## config.mk

```make
export PLATFORM = sky130hd
export DESIGN_NAME = muldiv_unit
export DESIGN_NICKNAME = d
export VERILOG_FILES = /design/src/rtl/muldiv_unit.sv
export SDC_FILE = /design/constraint.sdc
export NUM_CORES = 1
export LEC_CHECK = 0
export CORE_MARGIN = 1.5
export CORE_UTILIZATION = 45
export CTS_BUF_LIST = sky130_fd_sc_hd__clkbuf_8 sky130_fd_sc_hd__clkbuf_16
export DETAILED_ROUTE_END_ITERATION = 12
export GPL_TIMING_DRIVEN = 0
export MAX_ROUTING_LAYER = met4
export PLACE_DENSITY = 0.64
export SLEW_MARGIN = 40
export SYNTH_ARGS = -nofsm -noshare
export SYNTH_HDL_FRONTEND = slang
export SYNTH_SLANG_ARGS = --single-unit
```

## constraint.sdc

```tcl
create_clock -name clk -period 6.5 [get_ports clk]
set_input_delay 1.3 -clock clk [delete_from_list [all_inputs] [get_ports clk]]
set_output_delay 1.3 -clock clk [all_outputs]
set_load 0.01 [all_outputs]
```

## src/rtl/muldiv_unit.sv

```systemverilog
// Iterative multiply/divide unit with HI/LO result registers (shift-add MULT, restoring DIV).
// Define MULDIV_SIGNED_EN to honour sgn with two's-complement operation.
module muldiv_unit #(
    parameter int WIDTH = 32
) (
    input  logic             clk,
    input  logic             reset,
    input  logic             start,
    input  logic [1:0]       op,
    input  logic             sgn,
    input  logic [WIDTH-1:0] a,
    input  logic [WIDTH-1:0] b,
    output logic             busy,
    output logic             done,
    output logic [WIDTH-1:0] hi,
    output logic [WIDTH-1:0] lo,
    output logic             div_by_zero
);
    localparam int CW = $clog2(WIDTH + 1);

    typedef enum logic [1:0] {IDLE, MUL, DIV, DONE} state_t;

    state_t             state;
    logic [CW-1:0]      cnt;
    logic [2*WIDTH-1:0] acc, acc_nxt;
    logic [WIDTH-1:0]   opb;
    logic               dz;
    logic [WIDTH:0]     mul_sum, div_shl, div_diff;
    logic               div_sub;
    logic [WIDTH-1:0]   mag_a, mag_b;
    logic [WIDTH-1:0]   res_hi, res_lo;

    // acc holds {partial product, multiplier} for MUL and {remainder, dividend/quotient} for DIV
    always_comb begin
        mul_sum  = {1'b0, acc[2*WIDTH-1:WIDTH]} + {1'b0, (acc[0] ? opb : {WIDTH{1'b0}})};
        div_shl  = {acc[2*WIDTH-1:WIDTH], acc[WIDTH-1]};
        div_diff = div_shl - {1'b0, opb};
        // a shifted-out top bit means the partial remainder already exceeds any divisor;
        // this also makes b == 0 yield quotient all ones and remainder a
        div_sub  = div_shl[WIDTH] | ~div_diff[WIDTH];
        acc_nxt  = acc;
        if (state == MUL)
            acc_nxt = {mul_sum, acc[WIDTH-1:1]};
        else if (state == DIV)
            acc_nxt = div_sub ? {div_diff[WIDTH-1:0], acc[WIDTH-2:0], 1'b1}
                              : {div_shl[WIDTH-1:0], acc[WIDTH-2:0], 1'b0};
    end

`ifdef MULDIV_SIGNED_EN
    logic               sa, sb;
    logic [2*WIDTH-1:0] prod_s;
    logic [WIDTH-1:0]   quo, rem;

    assign mag_a = (sgn && a[WIDTH-1]) ? -a : a;
    assign mag_b = (sgn && b[WIDTH-1]) ? -b : b;

    always_comb begin
        prod_s = (sa ^ sb) ? -acc_nxt : acc_nxt;
        quo    = acc_nxt[WIDTH-1:0];
        rem    = acc_nxt[2*WIDTH-1:WIDTH];
        if (state == MUL) begin
            res_hi = prod_s[2*WIDTH-1:WIDTH];
            res_lo = prod_s[WIDTH-1:0];
        end else begin
            res_lo = dz ? {WIDTH{1'b1}} : ((sa ^ sb) ? -quo : quo);
            res_hi = sa ? -rem : rem;
        end
    end

    always_ff @(posedge clk or posedge reset) begin
        if (reset) begin
            sa <= 1'b0;
            sb <= 1'b0;
        end else if (state == IDLE && start && !op[1]) begin
            sa <= sgn & a[WIDTH-1];
            sb <= sgn & b[WIDTH-1];
        end
    end
`else
    logic unused_sgn;
    assign unused_sgn = sgn;
    assign mag_a  = a;
    assign mag_b  = b;
    assign res_hi = acc_nxt[2*WIDTH-1:WIDTH];
    assign res_lo = acc_nxt[WIDTH-1:0];
`endif

    always_ff @(posedge clk or posedge reset) begin
        if (reset) begin
            state       <= IDLE;
            cnt         <= '0;
            acc         <= '0;
            opb         <= '0;
            dz          <= 1'b0;
            busy        <= 1'b0;
            done        <= 1'b0;
            hi          <= '0;
            lo          <= '0;
            div_by_zero <= 1'b0;
        end else begin
            case (state)
                IDLE: begin
                    if (start) begin
                        case (op)
                            2'b00, 2'b01: begin
                                acc         <= {{WIDTH{1'b0}}, mag_a};
                                opb         <= mag_b;
                                dz          <= (b == '0);
                                cnt         <= CW'(WIDTH);
                                div_by_zero <= 1'b0;
                                busy        <= 1'b1;
                                state       <= op[0] ? DIV : MUL;
                            end
                            2'b10:   hi <= a;
                            default: lo <= a;
                        endcase
                    end
                end
                MUL, DIV: begin
                    acc <= acc_nxt;
                    cnt <= cnt - 1'b1;
                    if (cnt == CW'(1)) begin
                        hi    <= res_hi;
                        lo    <= res_lo;
                        busy  <= 1'b0;
                        done  <= 1'b1;
                        state <= DONE;
                        if (state == DIV) div_by_zero <= dz;
                    end
                end
                default: begin
                    done  <= 1'b0;
                    state <= IDLE;
                end
            endcase
        end
    end
endmodule

```

Word-level counts from Yosys, hierarchy flattened

Cells that the tools add are included.

Bits in registers: 172
Input bits: 70
Output and inout bits: 67
Logic and storage cells: 76

Add/subtract/negate cells: 3
Eq/ne operators: 11
Muxes and demuxes: 34
Bitwise operators: 3
Reduce and logical (&&, ||, !) cells: 15

Operators by type and width:

| cell                                             | count |
|---|---|
| two-way mux 64 bit                               | 5 |
| two-way mux 32 bit                               | 7 |
| case mux 32 bit (2 select lines)                 | 2 |
| case mux 64 bit (2 select lines)                 | 1 |
| adder 32 x 32 -> 33 bit                          | 1 |
| subtractor 33 x 32 -> 33 bit                     | 1 |
| logical NOT 32 bit                               | 1 |
| two-way mux 6 bit                                | 2 |
| case mux 6 bit (2 select lines)                  | 1 |
| AND reduction 4 bit                              | 3 |
| AND reduction 3 bit                              | 3 |
| two-way mux 1 bit                                | 8 |
| two-way mux 2 bit                                | 4 |
| != test 2 bit, second input constant             | 4 |
| == test 6 x 1 -> 1 bit, second input constant    | 1 |
| case mux 1 bit (2 select lines)                  | 3 |
| subtractor 6 x 1 -> 6 bit, second input constant | 1 |
| AND reduction 5 bit                              | 1 |
| == test 2 x 1 -> 1 bit, second input constant    | 2 |
| == test 2 bit, second input constant             | 2 |
| logical NOT 2 bit                                | 2 |
| != test 2 x 1 -> 1 bit, second input constant    | 2 |
| case mux 2 bit (2 select lines)                  | 1 |
| OR reduction 2 bit                               | 2 |
| 5 further kinds                                  | 6 |

Depth between registers and ports, before layout

Depth in word-level cells: 8
Gate-level depth with buffers: 13
Gate-level depth less buffers: 12

Worst setup path after synthesis

OpenSTA, ideal clock, no wires.

Path kind: flip-flop to flip-flop
From: reg acc[0]
To: reg acc[61]
Setup time: 0.082 ns
Arrival time: 3.289 ns
Data required time: 6.418 ns
Path slack: 3.129 ns
Stages on the path, launching flop included: 14
Buffers on the path: 1
Path through: dfrtp_1 > clkbuf_1 > and2_1 > ha_1 > fa_1 > a211oi_1 > o21ai_0 > o21ai_0 > a21oi_1 > or2_2 > a2111oi_0 > o21ai_0 > a21o_1 > a31oi_1

Word-level cells in the longest chain between the ends: 4

Ends and longest elaborated chain:

| what                             | line | source |
|---|---|---|
| start: declaration               | 25   | `logic [2*WIDTH-1:0] acc, acc_nxt;` |
| start signal: assignment         | 106  | `acc <= {{WIDTH{1'b0}}, mag_a};` |
| start signal: assignment         | 120  | `acc <= acc_nxt;` |
| two-way mux 32 bit               | 35   | `mul_sum = {1'b0, acc[2*WIDTH-1:WIDTH]} + {1'b0, (acc[0] ? opb : {WIDTH{1'b0}})};` |
| adder 32 x 32 -> 33 bit          | 35   |  |
| two-way mux 64 bit               | 42   | `if (state == MUL)` |
| case mux 64 bit (2 select lines) | 101  | `case (state)` |

No other way between the ends.
A chain may end at the register's enable or synchronous reset.

Final worst setup path

From: reg acc[0]
To: reg acc[63]

The elaborated chain is that of the path after synthesis.

==> metrics.md <==
| Metric | Value |
|---|---|
| Outcome | completed |
| M2 GR Usage | roughly half |
| Final Util | a little under three fifths |
| Met1 Track Usage GR | 42.10% |
| Top delay family on crit path | compound AO/OA/AOI/OAI gates |
| Sequential-to-total area share from yosys stat | about a third |
| Port Buffers | approximately 140 |
| GRT Total Usage | 31.36% |
| Num ports | 137 |
| Area delta synth->final | 20.18% |
| CTS Buf Count | 17 |
| CTS Hold Buffers Added | 0 |
| Mapped Nets | around 1600 |
| Final wirelength | about 43 mm |
| Placer Congestion | approximately 0.97 |
| Core Rows | 60 |
| Largest net degree at the start of global routing | slightly below 80 |
| First-pass GRT wire length | 66.41 mm |
| Setup violators final | 0 |
| GR Overflow Total | 0 |
| Initial antenna violation count | 0 |
| Worst path most repeated cell | o21ai_0 |
| Post-synth EDFFs | 0 |
| RSZ-0062 raised after global routing | no |
| Storage cell area | ~4300 sq um |
| Post-Syn Area | roughly 13000 sq um |
| Wire length per cell | approximately 21 um |
| Max Cap Viol | 0 |
| Hold Slack | a little under 500 ps |
| Min-Delay Path Class | register to register |
| Die span in x | between 150 and 200 um |
| Final Skew | 19.49 ps |
| Post-CTS sizing | 0 |
| Area of the multi-input gates | 7680 sq um |
| Critical Path, Cell by Cell | clkbuf_1 -> and2_1 -> ha_1 -> fa_1 -> a211oi_1 -> o21ai_0 -> o21ai_0 -> a21oi_1 -> o31ai_1 -> o21ai_0 -> nor4b_1 -> a211o_1 -> o21ai_0 |
| DRC | 0 |
| Final Instance Area | roughly 15000 sq um |
| Htree depth | 4 |
| CTS tree | done |
| Minimum clock period | between 4000 and 5000 ps |
| Slew of the pin with the lowest slew margin | slightly above 800 ps |
| Antenna-violating nets left | 0 |
| Kind of critical path | register to register |
| Placed Cells | approximately 2000 |
| Count of cell types in the netlist | 76 |
| Worst skew pair latency | about 460 ps |
| Core ar. | around 27000 sq um |
| Ys flop type | dfrtp_1 |
| Clock Sinks | around 170 |
| Setup repair bufs after CTS | 0 |
| Die Span Y | roughly 170 um |
| YS warnings | 0 |
| Slew Limit Fails | 0 |
| Die area | ~29000 sq um |
| Startpoint types | register |
| Fillcell total | around 2600 |
| Number of register bits inferred by synthesis | roughly 170 |
| DR pass1 iterations | 6 |
| Share of cells above drive strength 1 | between 5 and 6% |
| CP Buf/Inv Count | 1 |
| Slowest Stage Delay on Critical Path | approximately 510 ps |
| Crit. End Element | register |
| Dpl cell area | ~14000 sq um |
| CP arrival | around 4700 ps |
| Final hold violations | 0 |
| GRT met3 Usage | a little under 4% |
| Clock Path Buffers | 2 |
| Initial core utilization | a little under half |
| Mapped Cells | approximately 1500 |
| Final Net Count | about 1800 |
| Post-route clock period utilization | between 60% and 70% |
| Initial DRC Count | 1172 |
| Busiest grt layer | met2 |
| Detailed placement HPWL | 34.49 mm |
| Max_slew headroom | approximately 45% |
| Fmax | ~230 MHz |
| Post-synthesis async set-or-reset flop share | 100.0% |
| Req. time, crit path | approximately 6800 ps |
| Vias | approximately 12000 |
| Avg Cell Area, Syn | 8.411 sq um |
| CP max FO | 10 |
| Number of diodes | 0 |
| Via density | ~5.9 |
| Finished Layout Cells | between 2000 and 2500 |
| Vias in the first global route | about 11000 |
| Clk pin slew, worst setup/hold paths | about 90 ps |
| CP max-delay cell | dfrtp_1 |
| Root Driver | clkbuf_16 |
[final timing paths]
check / start / endpoint / slack, ps / cells past startpoint
max in group asynchronous: reset / hi[8] / 4580 / 3
min in group asynchronous: reset / lo[28] / 1220 / 2
worst min register to register: lo[29] / lo[29] / 480 / 2
worst max register to register: acc[0] / acc[63] / 2090 / 13
worst max-delay path: acc[0] / acc[63] / 2090 / 13
worst min-delay path: lo[29] / lo[29] / 480 / 2
[layer usage]
layer / up-vias / wire length (um)
li1: 5720 / -
met5: - / 0
met2: 515 / 19450
met4: 0 / 1332
met1: 5773 / 19550
met3: 67 / 2779
[worst register-to-register path, cell delays in order (launching register included)]
cell      delay (ps)
dfrtp_1          510
clkbuf_1         300
and2_1           210
ha_1             230
fa_1             470
a211oi_1         320
o21ai_0          270
o21ai_0          430
a21oi_1          200
o31ai_1          440
o21ai_0          250
nor4b_1          340
a211o_1          220
o21ai_0           90
[layout by cell type, fill, tap and decap left out, drive strengths merged, types with 7 or more instances in the layout]
cell type	Yosys	final
nand2	194	194
dfrtp	172	172
o21ai	144	144
clkdlybuf4s50	0	135
a21oi	119	119
nor2	105	105
clkbuf	75	92
ha	70	70
mux2i	67	67
inv	55	61
mux2	38	38
and2	36	36
a21o	33	33
xnor2	30	30
a31oi	28	28
nand3	23	23
nor2b	22	22
o31ai	19	19
nor3	18	18
xor2	18	18
a211oi	17	17
or3	16	16
o21bai	15	15
and3	13	13
nand4	12	12
o211ai	12	12
nand2b	10	10
nor4	10	10
buf	8	10
clkinv	1	9
o21a	8	8
a221oi	8	8
o22a	8	8
a21boi	8	8
a211o	7	7
o221ai	7	7
[layout make-up]
class                      instances  share of cell area [%]
timing repair buffer             137                   9.344
sequential                       172                   28.60
buffer                            83                   2.220
clock buffer                      17                   2.826
tap                              372                   3.093
multi-input combinational       1178                   51.03
inverter                          56                   1.447
clock inverter                    15                   1.447
[state kept, by name, summed over array words and instances (netlist names)]
| name | count |
|---|---|
| acc | 64 |
| hi | 32 |
| lo | 32 |
| opb | 32 |
| cnt | 6 |
| state | 2 |
| busy | 1 |
| div_by_zero | 1 |
| done | 1 |
| dz | 1 |
[Yosys cell counts, drive strengths merged, types with 10 or more instances]
cell type	n	share of area, %
ha	70	7.0
xor2	18	1.3
xnor2	30	2.1
mux2	38	3.4
a21oi	119	4.8
o21bai	15	0.90
mux2i	67	5.4
nand2b	10	0.50
inv	55	1.6
a21o	33	2.0
and2	36	1.8
nor3	18	0.72
or3	16	0.84
nor4	10	0.50
nand4	12	0.60
o31ai	19	1.1
nand2	194	5.8
a211oi	17	1.0
nor2	105	3.1
nand3	23	0.92
nor2b	22	1.1
o211ai	12	0.72
a31oi	28	1.4
clkbuf	75	2.2
o21ai	144	5.8
and3	13	0.65
dfrtp	172	34
[metrics by stage]
| step | setup TNS (ps) | worst slack [ps] |
|---|---|---|
| 6_report | 0 | 2089 |
| 3_3_place_gp | -336280 | -1970 |
| 4_1_cts | 0 | 2206 |
| 3_5_place_dp | 0 | 2241 |
| 5_1_grt | 0 | 1907 |
| 2_1_floorplan | 0 | 539.9 |
[cell families after synthesis]
group           after synthesis  share of synthesized area [%]
compound gates              480                          24.36
xor+xnor                     48                          3.357
fa+ha+maj                    72                          7.313
buf+inv                     139                          4.326
flops                       172                          34.37
mux                         105                          8.772
simple gates                473                          17.50
Power is not shown: default switching activity piles up to over one toggle a cycle in this logic, so the estimate is an artifact.
